File: src/rtl/tdnn_pkg.sv
// Shared types and constants for the TDNN sample path.
//   SIG_SIZE    : sample width, tied to the 16 board slide switches
//   btn_state_t : capture-button debounce states
//   sample_t    : signed sample word handed to the TDNN core
package tdnn_pkg;

    localparam int unsigned SIG_SIZE = 16;

    typedef enum logic [1:0] {
        IDLE,
        PRESS_WAIT,
        HELD,
        RELEASE_WAIT
    } btn_state_t;

    typedef logic signed [SIG_SIZE-1:0] sample_t;

endpackage

File: src/rtl/sample_fifo.sv
// First-word-fall-through sample FIFO with valid/ready read side.
//   clk, rst  : clock, synchronous active-high reset
//   push/data : write strobe and sample to store
//   ready     : consumer takes head this cycle (ignored while empty)
//   head      : oldest stored sample, meaningful while valid = 1
//   valid     : FIFO not empty
//   count     : number of entries held
//   overflow  : sticky, a push was dropped because the FIFO was full
module sample_fifo
    import tdnn_pkg::*;
#(
    parameter int unsigned DEPTH = 4
) (
    input  logic                    clk,
    input  logic                    rst,
    input  logic                    push,
    input  sample_t                 data,
    input  logic                    ready,
    output sample_t                 head,
    output logic                    valid,
    output logic [$clog2(DEPTH):0]  count,
    output logic                    overflow
);

    localparam int unsigned AW = $clog2(DEPTH);
    localparam int unsigned CW = AW + 1;

    sample_t         mem [DEPTH];
    logic [AW-1:0]   rd_ptr;
    logic [AW-1:0]   wr_ptr;
    logic            pop_c;
    logic            full_c;
    logic            push_ok_c;

    assign valid     = (count != '0);
    assign full_c    = (count == CW'(DEPTH));
    assign pop_c     = valid && ready;
    // A pop on the same edge frees the slot the write pointer is sitting on.
    assign push_ok_c = push && (!full_c || pop_c);
    assign head      = mem[rd_ptr];

    // Storage, pointers, occupancy and sticky overflow.
    always_ff @(posedge clk) begin
        if (rst) begin
            for (int i = 0; i < int'(DEPTH); i++) begin
                mem[i] <= '0;
            end
            rd_ptr   <= '0;
            wr_ptr   <= '0;
            count    <= '0;
            overflow <= 1'b0;
        end else begin
            if (push_ok_c) begin
                mem[wr_ptr] <= data;
                wr_ptr      <= wr_ptr + AW'(1);
            end
            if (pop_c) begin
                rd_ptr <= rd_ptr + AW'(1);
            end
            case ({push_ok_c, pop_c})
                2'b10:   count <= count + CW'(1);
                2'b01:   count <= count - CW'(1);
                default: count <= count;
            endcase
            if (push && !push_ok_c) begin
                overflow <= 1'b1;
            end
        end
    end

endmodule

File: src/rtl/sw_sample_capture.sv
// Switch/button sample capture front end for the TDNN core.
// Synchronises and debounces 16 slide switches and a capture button; each
// debounced press pushes the debounced switch word into a FWFT FIFO whose
// head is offered to the consumer with a valid/ready handshake.
//   topclk, rst : clock, synchronous active-high reset
//   sw, btn     : raw asynchronous switches and capture button
//   sig_out     : FIFO head sample, valid while sig_valid = 1
//   sig_valid   : FIFO not empty
//   sig_ready   : consumer accepts sig_out this cycle
//   fifo_count  : entries held
//   overflow    : sticky, a capture was dropped on a full FIFO
module sw_sample_capture
    import tdnn_pkg::*;
#(
    parameter int unsigned DEBOUNCE_CYCLES = 1000000,
    parameter int unsigned FIFO_DEPTH      = 4
) (
    input  logic                          topclk,
    input  logic                          rst,
    input  logic [SIG_SIZE-1:0]           sw,
    input  logic                          btn,
    output sample_t                       sig_out,
    output logic                          sig_valid,
    input  logic                          sig_ready,
    output logic [$clog2(FIFO_DEPTH):0]   fifo_count,
    output logic                          overflow
);

    localparam int unsigned CW = $clog2(DEBOUNCE_CYCLES + 1);
    localparam logic [CW-1:0] CNT_LAST = CW'(DEBOUNCE_CYCLES - 1);

    logic [SIG_SIZE-1:0] sw_meta;
    logic [SIG_SIZE-1:0] sw_s;
    logic                btn_meta;
    logic                btn_s;
    logic [SIG_SIZE-1:0] sw_last;
    sample_t             sw_db;
    logic [CW-1:0]       sw_cnt;
    logic [CW-1:0]       b_cnt;
    btn_state_t          state;
    logic                push_c;

    // Two-flop synchronisers for switches and button.
    always_ff @(posedge topclk) begin
        if (rst) begin
            sw_meta  <= '0;
            sw_s     <= '0;
            btn_meta <= 1'b0;
            btn_s    <= 1'b0;
        end else begin
            sw_meta  <= sw;
            sw_s     <= sw_meta;
            btn_meta <= btn;
            btn_s    <= btn_meta;
        end
    end

    // Switch word debounce: any bit change restarts the shared stability count.
    always_ff @(posedge topclk) begin
        if (rst) begin
            sw_last <= '0;
            sw_db   <= '0;
            sw_cnt  <= '0;
        end else if (sw_s != sw_last) begin
            sw_last <= sw_s;
            sw_cnt  <= '0;
        end else if (sw_cnt == CNT_LAST) begin
            sw_db <= sample_t'(sw_last);
        end else begin
            sw_cnt <= sw_cnt + CW'(1);
        end
    end

    // Button debounce FSM; one counter is reused for press and release.
    always_ff @(posedge topclk) begin
        if (rst) begin
            state <= IDLE;
            b_cnt <= '0;
        end else begin
            case (state)
                IDLE: begin
                    if (btn_s) begin
                        state <= PRESS_WAIT;
                        b_cnt <= '0;
                    end
                end
                PRESS_WAIT: begin
                    if (!btn_s) begin
                        state <= IDLE;
                    end else if (b_cnt == CNT_LAST) begin
                        state <= HELD;
                    end else begin
                        b_cnt <= b_cnt + CW'(1);
                    end
                end
                HELD: begin
                    if (!btn_s) begin
                        state <= RELEASE_WAIT;
                        b_cnt <= '0;
                    end
                end
                RELEASE_WAIT: begin
                    if (btn_s) begin
                        state <= HELD;
                    end else if (b_cnt == CNT_LAST) begin
                        state <= IDLE;
                    end else begin
                        b_cnt <= b_cnt + CW'(1);
                    end
                end
                default: begin
                    state <= IDLE;
                    b_cnt <= '0;
                end
            endcase
        end
    end

    // Push strobe coincides with the PRESS_WAIT -> HELD edge so the FIFO
    // write lands on that same edge.
    assign push_c = (state == PRESS_WAIT) && btn_s && (b_cnt == CNT_LAST);

    sample_fifo #(
        .DEPTH (FIFO_DEPTH)
    ) u_fifo (
        .clk      (topclk),
        .rst      (rst),
        .push     (push_c),
        .data     (sw_db),
        .ready    (sig_ready),
        .head     (sig_out),
        .valid    (sig_valid),
        .count    (fifo_count),
        .overflow (overflow)
    );

endmodule

File: config.mk
export PLATFORM = sky130hd
export DESIGN_NAME = sw_sample_capture
export DESIGN_NICKNAME = d
export VERILOG_FILES = /design/src/rtl/tdnn_pkg.sv /design/src/rtl/sample_fifo.sv /design/src/rtl/sw_sample_capture.sv
export SDC_FILE = /design/constraint.sdc
export NUM_CORES = 1
export LEC_CHECK = 0
export ABC_AREA = 1
export CAP_MARGIN = 10
export CORE_ASPECT_RATIO = 1.4
export CORE_UTILIZATION = 45
export CTS_CLUSTER_SIZE = 40
export DETAILED_ROUTE_END_ITERATION = 7
export PLACE_DENSITY = 0.74
export SYNTH_ARGS = -nofsm -noshare
export SYNTH_HDL_FRONTEND = slang
export SYNTH_SLANG_ARGS = --single-unit
export TNS_END_PERCENT = 1
File: constraint.sdc
create_clock -name topclk -period 2.7 [get_ports topclk]
set_input_delay 0.27 -clock topclk [delete_from_list [all_inputs] [get_ports topclk]]
set_output_delay 0.27 -clock topclk [all_outputs]
set_load 0.05 [all_outputs]
==> out/qor.txt, run 1 <==
Fin crit share: 83.6%
Worst-path maximum fanout: 16
Antenna diode count: 0
Combinational family with the most area after synthesis: simple AND/OR/NAND/NOR gates
Max-cap violations: 0
Routed WL: 15000 µm
Final core occ: 53.5%
Yosys reg bits: 182
Post-synthesis simple-gate area fraction: 25.2%
Xor-xnor portion of the synthesized cell area: 3.25%
Num Clock Sinks: 182
CTS tree: yes
Max Fclk: 0.443 GHz
Top_reg_cell synth: dfxtp_1
Critical Path AT: 2.37 ns
Min Tclk post-route: 2.26 ns
Final Skew: 0.0120 ns
Synth warn: 0
Via count: 5868
Tightest Pin Transition: 0.754 ns
Fin. Hold Viols: 0
Starting Density: 46.3%
Net Count, Synth: 965
Rows: 56
Final nets: 1003
HPWL Detailed: 9920 µm
First DRT Iteration DRCs: 380
Layout overhead on the synthesized area: 15.6%
CTS Buffer Depth: 2
Synthesized-area fraction occupied by adder cells: 0.576%
Buffers plus inverters on the worst setup path: 1
Hold buffer count at CTS: 0
Die Span Y: 158 µm
R2r startpoint: b_cnt[0]
Critical Path Max Stage Delay: 0.37 ns
Synth Instances: 942
DRC viols: 0
Register area share after synthesis: 54.8%
Synth async-reset ratio: 0%
Initial DRT Pass Iterations: 5
Critical path type: flop to flop
Critical path required time: 2.81 ns
Synth Area in Compound Gates: 7.29%
Peak supply drop: 336 µV
Worst Hold Launch: rst
Multiplexer share of the synthesized area: 0.128%
EDFF count, synth: 64
# setup viols final: 0
Vias in the first global route: 5430
DR WL/cell: 12.3 µm
Final TNS setup: 0 ns
Core Area: 0.0169 mm²
Via density per instance: 4.79
TritonCTS Buffers: 17
Number of buffers added on ports: 40
Largest net degree at the start of global routing: 64
Setup crit start: b_cnt[0]
Final Slew Violations: 0
Syn Area/Cell: 8.30 µm²
Global-route wire length before repair: 25200 µm
# IOs: 41
Hold Path Class: input pin to flop
Most frequent cells in the layout: nor2_1 (210), inv_1 (133), nand2_1 (119)
Routability cong.: 0.908
Grt ovf: 0
Post-CTS Resized: 0
Clk Latency, worst-skew pair: 0.43 ns
Post-route cell area: 0.00904 mm²
DIE AREA: 0.0179 mm²
CP max stage cell: dfxtp_1
Status: finished clean
H-tree lvl count: 4
Most common cell after layout, fill and taps aside: nor2_1
Synthesized area: 0.00782 mm²
Post-CTS Setup Repair Bufs: 0
Share of layout cells above drive strength 1: 9.77%
CP Capture Type: flop
Die X: 113 µm
Initial antenna violation count: 0
Startpoint types: flop
RSZ-0062 raised after global routing: false
Rel. slew slack: 49.7%
Worst-path cell chain: ha_1 -> nand3_2 -> nand3b_1 -> nor2_2 -> nand3_1 -> nor2_1 -> nand2_1 -> o21ai_2 -> buf_4
P_leak: 3.46 nW
Count of different cell masters after synthesis: 38
CTS clk-pin slew, worst paths: 0.06 ns
GR Util All Layers: 18.0%
Hold WS: 0.0725 ns
Total Power: 0.00695 W
Antenna viol nets, final: 0
Crit-path leading delay family: simple AND/OR/NAND/NOR gates
Power density cells: 768 mW/mm²
Root Buffer: clkbuf_16
Placed cell area: 0.00842 mm²
[worst paths after layout]
path / to / slack, ns / cells after the start
max: u_fifo.mem[2][7] / 0.44 / 9
min: u_fifo.count[0] / 0.07 / 2
max reg2reg: u_fifo.mem[2][7] / 0.44 / 9
min reg2reg: sw_s[9] / 0.40 / 2
[layout make-up]
type                    instances  area, µm²
clock inverters                 8       78.8
clock buffers                  24        548
inverters                     137        514
fillers                      1543       7840
flip-flops and latches        182       4280
repair buffers                 53        465
well taps                     232        290
multi-input cells             589       2860
[cell usage after synthesis, types with 3 or more instances]
library cell	n	share of area, %
nor2_2	10	0.80
xnor2_1	18	2.0
nand2_2	3	0.24
clkbuf_1	23	1.1
nor2_1	210	10
buf_6	4	0.58
xor2_1	11	1.2
nand3_1	36	2.3
buf_2	5	0.32
nand4_1	13	1.0
o21bai_1	3	0.29
o22ai_1	16	1.3
nor3_2	10	1.3
o21ai_0	60	3.8
nor3_1	39	2.5
inv_1	132	6.3
a21oi_1	22	1.4
edfxtp_1	64	25
nand2_1	119	5.7
dfxtp_1	118	30
inv_2	5	0.24
[per-layer routing]
layer | vias up | GRT usage (%) | share of wire, %
met5 | - | 0 | 0
met4 | 0 | 7.27 | 1.8
met3 | 20 | 4.25 | 3.9
met2 | 129 | 31.1 | 50
met1 | 2636 | 21.5 | 45
li1 | 3083 | - | -
[through the flow]
| stage | setup WS (ns) | std cells |
|---|---|---|
| 4_1_cts | 0.416 | 1225 |
| 3_5_place_dp | 0.455 | 1193 |
| 2_1_floorplan | -0.0932 | 942 |
| 6_report | 0.442 | 1225 |
| 5_1_grt | 0.251 | 1225 |
| 3_3_place_gp | 0.503 | 1193 |
[state kept, by name (all words and copies together) (netlist names), named ones only]
name and flops:
btn_s 1, sw_last 16, btn_meta 1, sw_s 16, u_fifo.wr_ptr 2, u_fifo.mem 64, sw_cnt 20, u_fifo.overflow 1
u_fifo.rd_ptr 2, sw_meta 16, state 1, u_fifo.count 3, sw_db 16, b_cnt 20
[worst reg2reg max path: cells and delay by family, from the launching register on]
kind / cells / cell delay [ns]
simple gates: 6 / 0.93
flops: 1 / 0.37
fa+ha+maj: 1 / 0.28
buf+inv: 1 / 0.25
compound gates: 1 / 0.11
[logic make-up after synthesis]
| family | count (synthesis) |
|---|---|
| and+or+nand+nor | 450 |
| DFF | 182 |
| buffers and inverters | 171 |
| AOI/OAI and AO/OA | 106 |
| xor gates and xnor gates | 29 |
| adders and majority gates | 3 |
| muxes | 1 |
[where the power goes]
group	internal, W	switching [W]
logic	0.000414	0.000969
registers	0.00293	0.0000832
clock network	0.00153	0.00103
total	0.00487	0.00208
Power figures use the tool's default switching activity.
==> run 2, diff against run 1 <==
- PLACE_DENSITY: 0.74 -> 0.72
- clock period: 2.7 -> 2.2 ns (I/O delays scaled with it)
==> run 2 against run 1 <==
- register-to-register slack got worse by 0.29 ns
- first-iteration DRC count fell by 6.3%
- sequential share of layout area fell by 0.62 points
- combinational power rose by 28%
- die area did not move
- count of clock-buffer cells in the layout fell by 2
- maximum frequency rose by 10%
- utilization rose by 0.79 points
- critical path depth did not move
- wire length rose by 0.88%
- cell area rose by 1.5%
- global-route usage rose by 0.22 points
==> out/qor.txt, run 2 (synthesis results as in run 1) <==
Final Skew: 0.0114 ns (-0.000574 ns)
# IOs: 41 (unchanged)
Setup crit start: b_cnt[1]
Final core occ: 54.3% (+0.79 points)
Final nets: 1016 (+1.3%)
Filler cells: 1556 (+0.84%)
Fin crit share: 93.0% (+9.4 points)
Initial antenna violation count: 0 (unchanged)
R2R setup slack: 0.15 ns (-0.29 ns)
Final TNS setup: 0 ns (unchanged)
Antenna diode count: 0 (unchanged)
DIE AREA: 0.0179 mm² (unchanged)
Via count: 5904 (+0.61%)
CTS tree: yes
Num Clock Sinks: 182 (unchanged)
Final Slew Violations: 0 (unchanged)
Antenna viol nets, final: 0 (unchanged)
CTS Buffer Depth: 2 (unchanged)
RSZ-0062 raised after global routing: false
Tightest Pin Transition: 0.637 ns (-0.117 ns)
Worst Setup EP: u_fifo.mem[2][9]
DR WL/cell: 12.2 µm (-0.18%)
Share of layout cells above drive strength 1: 11.8% (+2.1 points)
Routability cong.: 0.879 (-3.3%)
Worst-path maximum fanout: 16 (unchanged)
R2r startpoint: b_cnt[1]
Critical Path AT: 2.17 ns (-0.20 ns)
TritonCTS Buffers: 17 (unchanged)
Max-cap violations: 0 (unchanged)
Clk Latency, worst-skew pair: 0.42 ns (about the same)
Root Buffer: clkbuf_16
Largest regs: u_fifo.mem x64, b_cnt x20, sw_cnt x20
Starting Density: 46.3% (unchanged)
Rel. slew slack: 57.5% (+7.8 points)
P_leak: 3.50 nW (+1.4%)
Hold WS: 0.0691 ns (-0.00342 ns)
First DRT Iteration DRCs: 356 (-6.3%)
R2r endpoint: u_fifo.mem[2][9]
Rows: 56 (unchanged)
CTS clk-pin slew, worst paths: 0.07 ns (about the same)
Startpoint types: flop
H-tree lvl count: 4 (unchanged)
Global-route wire length before repair: 25600 µm (+1.5%)
# setup viols final: 0 (unchanged)
Layout overhead on the synthesized area: 17.3%
Initial DRT Pass Iterations: 5 (unchanged)
Max Fclk: 0.489 GHz (+10%)
Critical path required time: 2.33 ns (-0.48 ns)
Most frequent cells in the layout: nor2_1 (210), inv_1 (131), nand2_1 (117)
Top reg by flops: u_fifo.mem
Vias in the first global route: 5512 (+1.5%)
Fin. Hold Viols: 0 (unchanged)
Via density per instance: 4.77 (-0.44%)
Peak supply drop: 388 µV (+15%)
Grt ovf: 0 (unchanged)
GR Util All Layers: 18.2% (+0.22 points)
Most common cell after layout, fill and taps aside: nor2_1
Core Area: 0.0169 mm² (unchanged)
HPWL Detailed: 10400 µm (+4.9%)
Cell depth of the worst flop-to-flop path: 9 (unchanged)
Power density cells: 907 mW/mm² (+18%)
Number of buffers added on ports: 40 (unchanged)
CP Capture Type: flop
Die X: 113 µm (unchanged)
DRC viols: 0 (unchanged)
Min Tclk post-route: 2.05 ns (-0.212 ns)
Critical path type: flop to flop
Status: finished clean
Routed WL: 15200 µm (+0.88%)
Hold Path Class: input pin to flop
Total Power: 0.00832 W (+20%)
Max reg flops: 64 (unchanged)
Largest net degree at the start of global routing: 61 (-4.7%)
Die Span Y: 158 µm (unchanged)
[run 2: cell types whose count changed in the layout (fill, tap and decap cells not counted), moves of 3 or more]
cell / change
inv_6: +3
buf_4: +9
clkbuf_16: -3
clkinv_4: +3
dfxtp_2: +5
buf_12: +4
dfxtp_1: -5
[run 2: metal layers]
| layer | global-route usage (%) | vias to the layer above | wire [µm] |
|---|---|---|---|
| met5 | 0 | - | 0 |
| met4 | 8.08 | 0 | 266 |
| met3 | 3.25 | 18 | 408 |
| met2 | 33.1 | 98 | 7870 |
| met1 | 20.8 | 2686 | 6600 |
| li1 | - | 3102 | - |
[run 2: worst min path at each step]
| stage | from | to | slack (ns) | depth (start not counted) |
|---|---|---|---|---|
| 5_1_grt | rst | u_fifo.count[0] | 0.06 | 2 |
| 2_1_floorplan | btn | btn_meta | 0.33 | 2 |
| 6_report | rst | u_fifo.count[0] | 0.07 | 2 |
| 3_5_place_dp | sw_meta[11] | sw_s[11] | 0.39 | 2 |
| 4_1_cts | rst | u_fifo.count[0] | 0.06 | 2 |
| 3_3_place_gp | sw_meta[13] | sw_s[13] | 0.39 | 2 |
[run 2: metrics by stage]
stage | instances | worst slack, ns | area (µm²)
after floorplan | 942 | 0.0560 | 7860
after global placement | 1204 | 0.175 | 8580
after detailed placement | 1204 | 0.114 | 8580
after CTS | 1238 | 0.0687 | 9160
after global routing | 1238 | 0.0139 | 9180
final | 1238 | 0.155 | 9180
[run 2: what timing repair did]
action / in CTS / in global routing
hold buffers: 0 / 0
gates resized for setup: 1 / 4
setup endpoints to repair: 1 / 43
buffers inserted: 2 / 0
[run 2: final cells by class]
cell class	instances	area [µm²]	area share (%)
well taps	232	290	3.16
clock inverters	10	86.3	0.941
clock buffers	22	478	5.21
repair buffers	66	613	6.68
inverters	137	518	5.64
flip-flops and latches	182	4290	46.8
multi-input cells	589	2900	31.6
[run 2: power by group]
| part | switching, W | internal (W) |
|---|---|---|
| registers | 0.0000824 | 0.00360 |
| logic | 0.00123 | 0.000538 |
| clock network | 0.00129 | 0.00158 |
[run 2: worst max-delay path, stage by stage (launching register included)]
cell,delay (ns)
dfxtp_1,0.36
ha_1,0.20
nand3_2,0.12
nand3b_1,0.22
nor2_4,0.16
nand3_1,0.11
nor2_1,0.14
nand2_1,0.11
o21ai_4,0.16
buf_12,0.17
==> run 3, diff against run 2 <==
- clock period: 2.2 -> 2.4 ns (I/O delays scaled with it)
==> run 3 against run 2 <==
- combinational power down 9.6%
- utilization down 0.93 points
- setup slack better by 0.050 ns
- count of clock-buffer cells in the layout down 2
- hold slack better by 0.0045 ns
==> out/qor.txt, run 3 (synthesis results as in run 1) <==
Share of layout cells above drive strength 1: 10.5% (-1.3 points)
Clk Latency, worst-skew pair: 0.43 ns (about the same)
Hold buffer count at CTS: 0 (unchanged)
Worst-path cell chain: ha_2 -> nand3_2 -> nand3b_1 -> nor2_2 -> nand3_2 -> nor2_1 -> nand2_1 -> o21ai_2 -> buf_12
Most common cell after layout, fill and taps aside: nor2_1
Final nets: 1008 (-0.79%)
DR WL/cell: 12.2 µm (-0.45%)
Initial antenna violation count: 0 (unchanged)
Vias in the first global route: 5491 (-0.38%)
Top reg by flops: u_fifo.mem
Initial DRT Pass Iterations: 4 (-1)
HPWL Detailed: 10200 µm (-2.3%)
Final Skew: 0.00958 ns (-0.00186 ns)
Most frequent cells in the layout: nor2_1 (210), inv_1 (132), nand2_1 (117)
Critical Path Max Stage Delay: 0.38 ns (+0.02 ns)
Place WS: 0.156 ns (+0.0416 ns)
DIE AREA: 0.0179 mm² (unchanged)
Critical Path AT: 2.33 ns (+0.16 ns)
Grt ovf: 0 (unchanged)
Die Span Y: 158 µm (unchanged)
Via density per instance: 4.81 (+0.80%)
Rows: 56 (unchanged)
Post-CTS Setup Repair Bufs: 0 (-2)
RSZ-0062 raised after global routing: false
# IOs: 41 (unchanged)
Rel. slew slack: 53.7% (-3.8 points)
First DRT Iteration DRCs: 300 (-16%)
Number of buffers added on ports: 40 (unchanged)
DRC viols: 0 (unchanged)
Power density cells: 838 mW/mm² (-7.6%)
Routability cong.: 0.906 (+3.0%)
GR Util All Layers: 17.9% (-0.32 points)
CP Capture Type: flop
H-tree lvl count: 4 (unchanged)
Global-route wire length before repair: 25300 µm (-1.3%)
CTS tree: yes
Largest regs: u_fifo.mem x64, b_cnt x20, sw_cnt x20
Core Area: 0.0169 mm² (unchanged)
Max-cap violations: 0 (unchanged)
Final cell count without fillers: 1230 (-0.65%)
Antenna viol nets, final: 0 (unchanged)
Fin. Hold Viols: 0 (unchanged)
Layout overhead on the synthesized area: 15.3%
Min Tclk post-route: 2.19 ns (+0.150 ns)
Fin crit share: 91.5% (-1.5 points)
Max reg flops: 64 (unchanged)
Status: finished clean
Largest net degree at the start of global routing: 61 (unchanged)
TritonCTS Buffers: 17 (unchanged)
Via count: 5913 (+0.15%)
Die X: 113 µm (unchanged)
CTS Buffer Depth: 2 (unchanged)
Top cell by count, worst path: nand3_2
Final TNS setup: 0 ns (unchanged)
Tightest Pin Transition: 0.695 ns (+0.0576 ns)
Peak supply drop: 374 µV (-3.5%)
Final worst slack: 0.205 ns (+0.0504 ns)
R2R setup slack: 0.21 ns (+0.05 ns)
Final core occ: 53.4% (-0.93 points)
CTS clk-pin slew, worst paths: 0.07 ns (about the same)
Max Fclk: 0.456 GHz (-6.8%)
Antenna diode count: 0 (unchanged)
Critical path required time: 2.53 ns (+0.20 ns)
Starting Density: 46.3% (unchanged)
Routed WL: 15000 µm (-1.1%)
Root Buffer: clkbuf_16
P_leak: 3.41 nW (-2.6%)
Worst-path maximum fanout: 16 (unchanged)
Startpoint types: flop
Num Clock Sinks: 182 (unchanged)
Final Slew Violations: 0 (unchanged)
Hold Path Class: input pin to flop
Placed insts: 1198 (-0.50%)
Critical path type: flop to flop
CP max stage cell: dfxtp_1
# setup viols final: 0 (unchanged)
## run 3: changes by cell type in the layout (fill, tap and decap cells not counted), sizes merged
cell / before / now
clkinv: 4 / 5
bufinv: 0 / 1
inv: 141 / 138
clkinvlp: 2 / 5
buf: 43 / 35
clkbuf: 22 / 20
## run 3: worst max-delay path: cells and delay by family (launching register included)
kind	cells	cell delay [ns]
flops	1	0.38
compound gates	1	0.17
fa+ha+maj	1	0.25
buf+inv	1	0.17
simple gates	6	0.93
## run 3: what timing repair did
| action | 4_1_cts | 5_1_grt |
|---|---|---|
| endpoints found under the hold margin | 0 | 0 |
| gates resized for setup | 0 | 2 |
| setup endpoints to repair | 0 | 16 |
## run 3: final timing paths
path,from,end,depth (start not counted)
min reg2reg,sw_meta[11],sw_s[11],2
min,rst,u_fifo.count[0],2
max reg2reg,b_cnt[0],u_fifo.mem[2][9],9
max,b_cnt[0],u_fifo.mem[2][9],9
## run 3: power by group
part	internal, W	switching, W	leakage, nW
Sequential	0.00330	0.0000791	1.63
Combinational	0.000480	0.00112	1.54
Clock	0.00142	0.00116	0.248
Total	0.00520	0.00235	3.41
## run 3: per-layer routing
layer,share of wire [%],vias up,GRT usage [%]
li1,-,3089,-
met1,44,2691,20.9
met2,50,104,31.6
met3,3.4,29,3.52
met4,2.3,0,8.21
met5,0,-,0
## run 3: layout make-up
class / instances / area [µm²]
flip-flops and latches: 182 / 4290
clock buffers: 20 / 437
fillers: 1565 / 7870
clock inverters: 12 / 106
multi-input cells: 589 / 2880
inverters: 137 / 514
repair buffers: 58 / 503
well taps: 232 / 290
## run 3: per-stage QoR
step	cell area [µm²]	hold slack, ns	power [W]
floorplan	7850	0.347	0.00456
global placement	8470	0.395	0.00503
detailed placement	8470	0.395	0.00505
CTS	9010	0.0668	0.00760
global route	9020	0.0861	0.00786
finish	9020	0.0736	0.00756
==> RTL change 1, RTL diff (settings of run 1) <==
Put a register stage on the output `fifo_count`, cleared by the reset. The value now appears one clock later. The other outputs are not delayed to match.
--- a/src/rtl/sw_sample_capture.sv
+++ b/src/rtl/sw_sample_capture.sv
@@ -30,2 +30,4 @@
     localparam logic [CW-1:0] CNT_LAST = CW'(DEBOUNCE_CYCLES - 1);
+
+    logic [$clog2(FIFO_DEPTH):0] fifo_count_d;
 
@@ -132,3 +134,3 @@
         .valid    (sig_valid),
-        .count    (fifo_count),
+        .count    (fifo_count_d),
         .overflow (overflow)
@@ -136,2 +138,10 @@
 
+    always_ff @(posedge topclk) begin
+        if (rst) begin
+            fifo_count <= '0;
+        end else begin
+            fifo_count <= fifo_count_d;
+        end
+    end
+
 endmodule
Behaviour: same outputs for any inputs over 10 cycles, from zero or initial values and one cycle with rst high; that may be too few to reach the edited logic, so the function may still have changed.
==> RTL change 1 against run 1 <==
Setup slack got worse by 0.10 ns; routed wire length rose by 3.3%; critical path type unchanged; maximum frequency fell by 4.4%; cell count rose by 3.1%; worst hold slack improved by 0.15 ns; synthesized area rose by 2.2%; sequential cell count rose by 3; power fell by 1.5%; final area rose by 1.5%; sequential power rose by 2%; first-iteration DRC count fell by 22%.
==> RTL change 1: results (changes against run 1) <==
[final_layout] number of filler cells placed in the layout 1634 [+5.9%]
[yosys] post-synthesis cell type count 41 [+7.9%]
[clock_tree] clock-pin slew on the worst setup and hold paths 0.08 ns [+0.02 ns]
[global_routing] number of antenna violations at the first check in global routing 1 [+1]
[detailed_routing] Wirelength per Cell 12.3 um [+0.16%]
[yosys] post-synthesis sequential area ratio 54.3% [-0.44 points]
[detailed_routing] met2 wire len 8.05 mm [+8.3%]
[detailed_routing] Iteration-0 DRC Markers 295 [-22%]
[power] Leakage Power 3.45 nW [-0.14%]
[detailed_routing] routed length on met1 6.57 mm [-2.4%]
[timing] normalized max-slew margin 45.4% [-4.3 points]
[power] peak ir drop on the vdd network 0.435 mV [+29%]
[placed_design] Area after DPL 0.00857 mm2 [+1.8%]
[power] switching power summed over all nets 2.20 mW [+5.8%]
[setup_path] worst path arrival time 2.47 ns [+0.10 ns]
[setup_path] maximum single-stage delay on the critical path 0.42 ns [+0.05 ns]
[yosys] Syn Area/Cell 8.18 um2 [-1.5%]
[placed_design] number of instances in the placed design 1230 [+3.1%]
[detailed_routing] met3 wirelength from detailed routing 441 um [-25%]
[detailed_routing] highest metal layer with signal wires met4
[final_layout] post-layout instance count excluding filler cells 1263 [+3.1%]
[status] run status finished clean
[yosys] number of synthesized flops with an enable pin 64 [unchanged]
[yosys] Synth top cells by count nor2_1 (221), nand2_1 (136), inv_1 (135)
[placed_design] Final HPWL DP 10.6 mm [+6.7%]
[final_layout] area taken by multi-input logic gates 0.00295 mm2 [+3.2%]
[placed_design] Routability Congestion 0.939 [+3.3%]
[final_layout] layout cell share with drive strength beyond 1 9.55% [-0.22 points]
[global_routing] maximum number of pins on one net before global-route repair 49 [-23%]
[yosys] post-synthesis net count 1001 [+3.7%]
[RTL change 1: cell types whose count changed in the layout (fill, tap and decap cells not counted), moves of 3 or more]
cell	delta
clkinv_8	+3
nor3_1	-5
inv_8	+6
clkbuf_16	-4
xor2_1	+3
nor2_2	-9
dfxtp_1	+3
o21ai_1	+14
nor2_1	+11
a21oi_1	+12
xnor2_1	-11
nand2_2	+3
o21ai_0	-16
nand2_1	+17
[RTL change 1: per-layer routing]
| layer | global-route usage (%) | vias to the layer above |
|---|---|---|
| li1 | - | 3182 |
| met1 | 20.3 | 2780 |
| met2 | 32.3 | 129 |
| met3 | 2.92 | 36 |
| met4 | 9.92 | 0 |
| met5 | 0 | - |
[RTL change 1: power groups by stage]
stage	clock network (mW)	logic [mW]	registers, mW
after floorplan	0	0.896	3.14
after global placement	0	1.28	3.13
after detailed placement	0	1.30	3.14
after CTS	2.54	1.30	3.07
after global routing	2.65	1.39	3.08
final	2.48	1.29	3.07
[RTL change 1: path summary, 6_finish.rpt]
check             cells after the start  slack, ns                              end
hold / removal                        2       0.22            sw_meta[4]$_SDFF_PP0_
setup / recovery                     10       0.34  u_fifo.mem[2][10]$_SDFFCE_PN0P_
hold reg to reg                       2       0.40               sw_s[0]$_SDFF_PP0_
setup reg to reg                     10       0.34  u_fifo.mem[2][10]$_SDFFCE_PN0P_
[RTL change 1: cell families after synthesis]
| logic type | after synthesis | synth area share [%] |
|---|---|---|
| and+or+nand+nor | 477 | 26.3 |
| DFF | 185 | 54.3 |
| buffers and inverters | 177 | 8.86 |
| AOI/OAI and AO/OA | 115 | 7.68 |
| xor gates and xnor gates | 21 | 2.30 |
| adders and majority gates | 3 | 0.563 |
[RTL change 1: through the flow]
step,worst slack [ns],hold slack [ns]
floorplan,-0.206,0.377
global placement,0.446,0.390
detailed placement,0.363,0.392
CTS,0.337,0.213
global route,0.106,0.236
finish,0.339,0.218
[RTL change 1: cell type report]
| class | count | share of cell area (%) |
|---|---|---|
| antenna | 1 | 0.0273 |
| clock buffer | 17 | 4.63 |
| clock inverter | 15 | 1.99 |
| inverter | 141 | 5.78 |
| multi-input combinational | 616 | 32.2 |
| sequential | 185 | 47.3 |
| tap | 236 | 3.22 |
| timing repair buffer | 52 | 4.85 |
[RTL change 1: critical path, delay by kind of cell (launching register included)]
kind                       cells  cell delay [ns]
AOI/OAI and AO/OA              1             0.12
adders and majority gates      1             0.32
buffers and inverters          1             0.25
DFF                            1             0.42
and+or+nand+nor                7             0.93
==> RTL change 2, RTL diff (settings of run 1) <==
Made on the original files. The parameter `DEBOUNCE_CYCLES` goes from 1000000 to 4000000.
--- a/src/rtl/sw_sample_capture.sv
+++ b/src/rtl/sw_sample_capture.sv
@@ -14,3 +14,3 @@
 #(
-    parameter int unsigned DEBOUNCE_CYCLES = 1000000,
+    parameter int unsigned DEBOUNCE_CYCLES = 4000000,
     parameter int unsigned FIFO_DEPTH      = 4
Check against the original RTL: no difference found for any inputs over 10 cycles, from zero or initial values and one cycle with rst high; that may be too few to reach the edited logic, so the function may still have changed.
==> RTL change 2 against run 1 <==
Setup slack lost 0.17 ns; via count rose by 7.1%; synthesized area rose by 4.0%; first-iteration DRC count grew 19%; final area rose by 3.3%; largest cell class unchanged; sequential cell count is 4 higher; routed wire length up 8.3%; power decreased by 3.0%.
==> RTL change 2: results (changes against run 1) <==
[timing] normalized max-slew margin 39.4% [-10 points]
[setup_path] cell depth of the worst flop-to-flop path 10 [+1]
[detailed_routing] Wirelength per Cell 12.6 um [+2.5%]
[final_layout] number of antenna repair diodes 0 [unchanged]
[final_layout] number of filler cells placed in the layout 1656 [+7.3%]
[timing] Clock Skew 0.0147 ns [+0.00269 ns]
[setup_path] Max FO, Critical Path 43 [+27]
[setup_path] maximum single-stage delay on the critical path 0.43 ns [+0.06 ns]
[yosys] post-synthesis net count 1030 [+6.7%]
[yosys] Synth top cells by count nor2_1 (233), inv_1 (135), nand2_1 (135)
[timing] Worst Hold Slack 0.345 ns [+0.272 ns]
[setup_path] worst path arrival time 2.70 ns [+0.33 ns]
[global_routing] number of global-route vias before repair 6083 [+12%]
[status] run status finished clean
[yosys] Synth area leaders dfxtp_1 (30%), edfxtp_1 (24%), nor2_1 (11%)
[global_routing] met3 track demand over resource in global routing 3.00% [-1.2 points]
[final_layout] biggest regs u_fifo.mem x64, b_cnt x22, sw_cnt x22
[yosys] post-synthesis cell type count 36 [-5.3%]
[power] Combinational Power Share 18.4% [-1.5 points]
[power] cell internal power dissipation 4.61 mW [-5.3%]
[min_path] hold path startpoint sw[9]
[global_routing] routing usage on met2 34.0% [+2.9 points]
[global_routing] met1 GRT Util 20.4% [-1.1 points]
[power] peak ir drop on the vdd network 0.408 mV [+21%]
[min_path] Hold Path End sw_meta[9]$_SDFF_PP0_
[clock_tree] number of setup buffers added after CTS 0 [unchanged]
[global_routing] maximum number of pins on one net before global-route repair 68 [+6.3%]
[yosys] fraction of registers with async set/reset 0% [unchanged]
[global_routing] Total Routing Usage GR 18.4% [+0.44 points]
[power] Leakage Power 3.50 nW [+1.1%]
[detailed_routing] Iteration-0 DRC Markers 452 [+19%]
[setup_path] Reg2Reg Capture Point u_fifo.mem[1][9]$_SDFFCE_PN0P_
[clock_tree] Bufs on Longest Clock Path 2 [unchanged]
[placed_design] Setup WS pre-CTS 0.341 ns [-0.113 ns]
[power] sequential group power 3.06 mW [+2%]
[clock_tree] clock-pin slew on the worst setup and hold paths 0.08 ns [+0.02 ns]
[timing] final critical-path setup slack 0.276 ns [-0.166 ns]
[detailed_routing] total via count in the routed design 6287 [+7.1%]
[setup_path] register-to-register path setup slack 0.28 ns [-0.17 ns]
[placed_design] Routability Congestion 0.864 [-4.9%]
[yosys] post-synthesis sequential area ratio 53.7% [-1.1 points]
[min_path] Worst Hold Depth 3 [+1]
[final_layout] layout cell share with drive strength beyond 1 8.97% [-0.80 points]
[global_routing] global-route wire length before repair 27.2 mm [+7.8%]
RTL change 2: cell types whose count changed after synthesis, sizes merged, moves of 3 or more:
| cell | before | now |
|---|---|---|
| dfxtp | 118 | 122 |
| nand3 | 38 | 50 |
| xnor2 | 18 | 12 |
| nor3 | 49 | 52 |
| buf | 11 | 16 |
| a21oi | 23 | 34 |
| nor2 | 221 | 236 |
| o21ai | 60 | 56 |
| nand2 | 122 | 138 |
| xor2 | 11 | 14 |
RTL change 2: layout make-up:
class                      instances  area share [%]
clock buffer                      17            4.56
clock inverter                    15            1.69
inverter                         139            5.60
multi-input combinational        644            33.0
sequential                       186            46.7
tap                              236            3.16
timing repair buffer              58            5.25
RTL change 2: kinds of logic (layout without fill, tap and decap cells):
group                    Yosys count  count (layout)  share of synthesized area [%]
XOR/XNOR                          26              26                           2.80
adder cells (fa/ha/maj)            3               3                          0.554
flip-flops                       186             186                           53.7
AND/OR/NAND/NOR                  501             501                           26.9
buffers and inverters            177             229                           8.61
AO/OA/AOI/OAI                    114             114                           7.51
RTL change 2: metrics by stage:
stage | instances | utilization [%] | total power [mW] | TNS, ns | instance area [um2]
6_report | 1295 | 53.2 | 6.74 | 0 | 9340
4_1_cts | 1295 | 53.2 | 6.79 | 0 | 9340
3_5_place_dp | 1263 | 49.9 | 4.38 | 0 | 8760
5_1_grt | 1295 | 53.2 | 7.00 | 0 | 9340
2_1_floorplan | 1007 | - | 4.01 | -2.69 | 8150
3_3_place_gp | 1263 | 49.9 | 4.36 | 0 | 8760
RTL change 2: layer usage:
layer / vias to the layer above / wire length [um]
li1: 3303 / -
met1: 2856 / 7040
met2: 97 / 8430
met3: 31 / 414
met4: 0 / 380
met5: - / 0
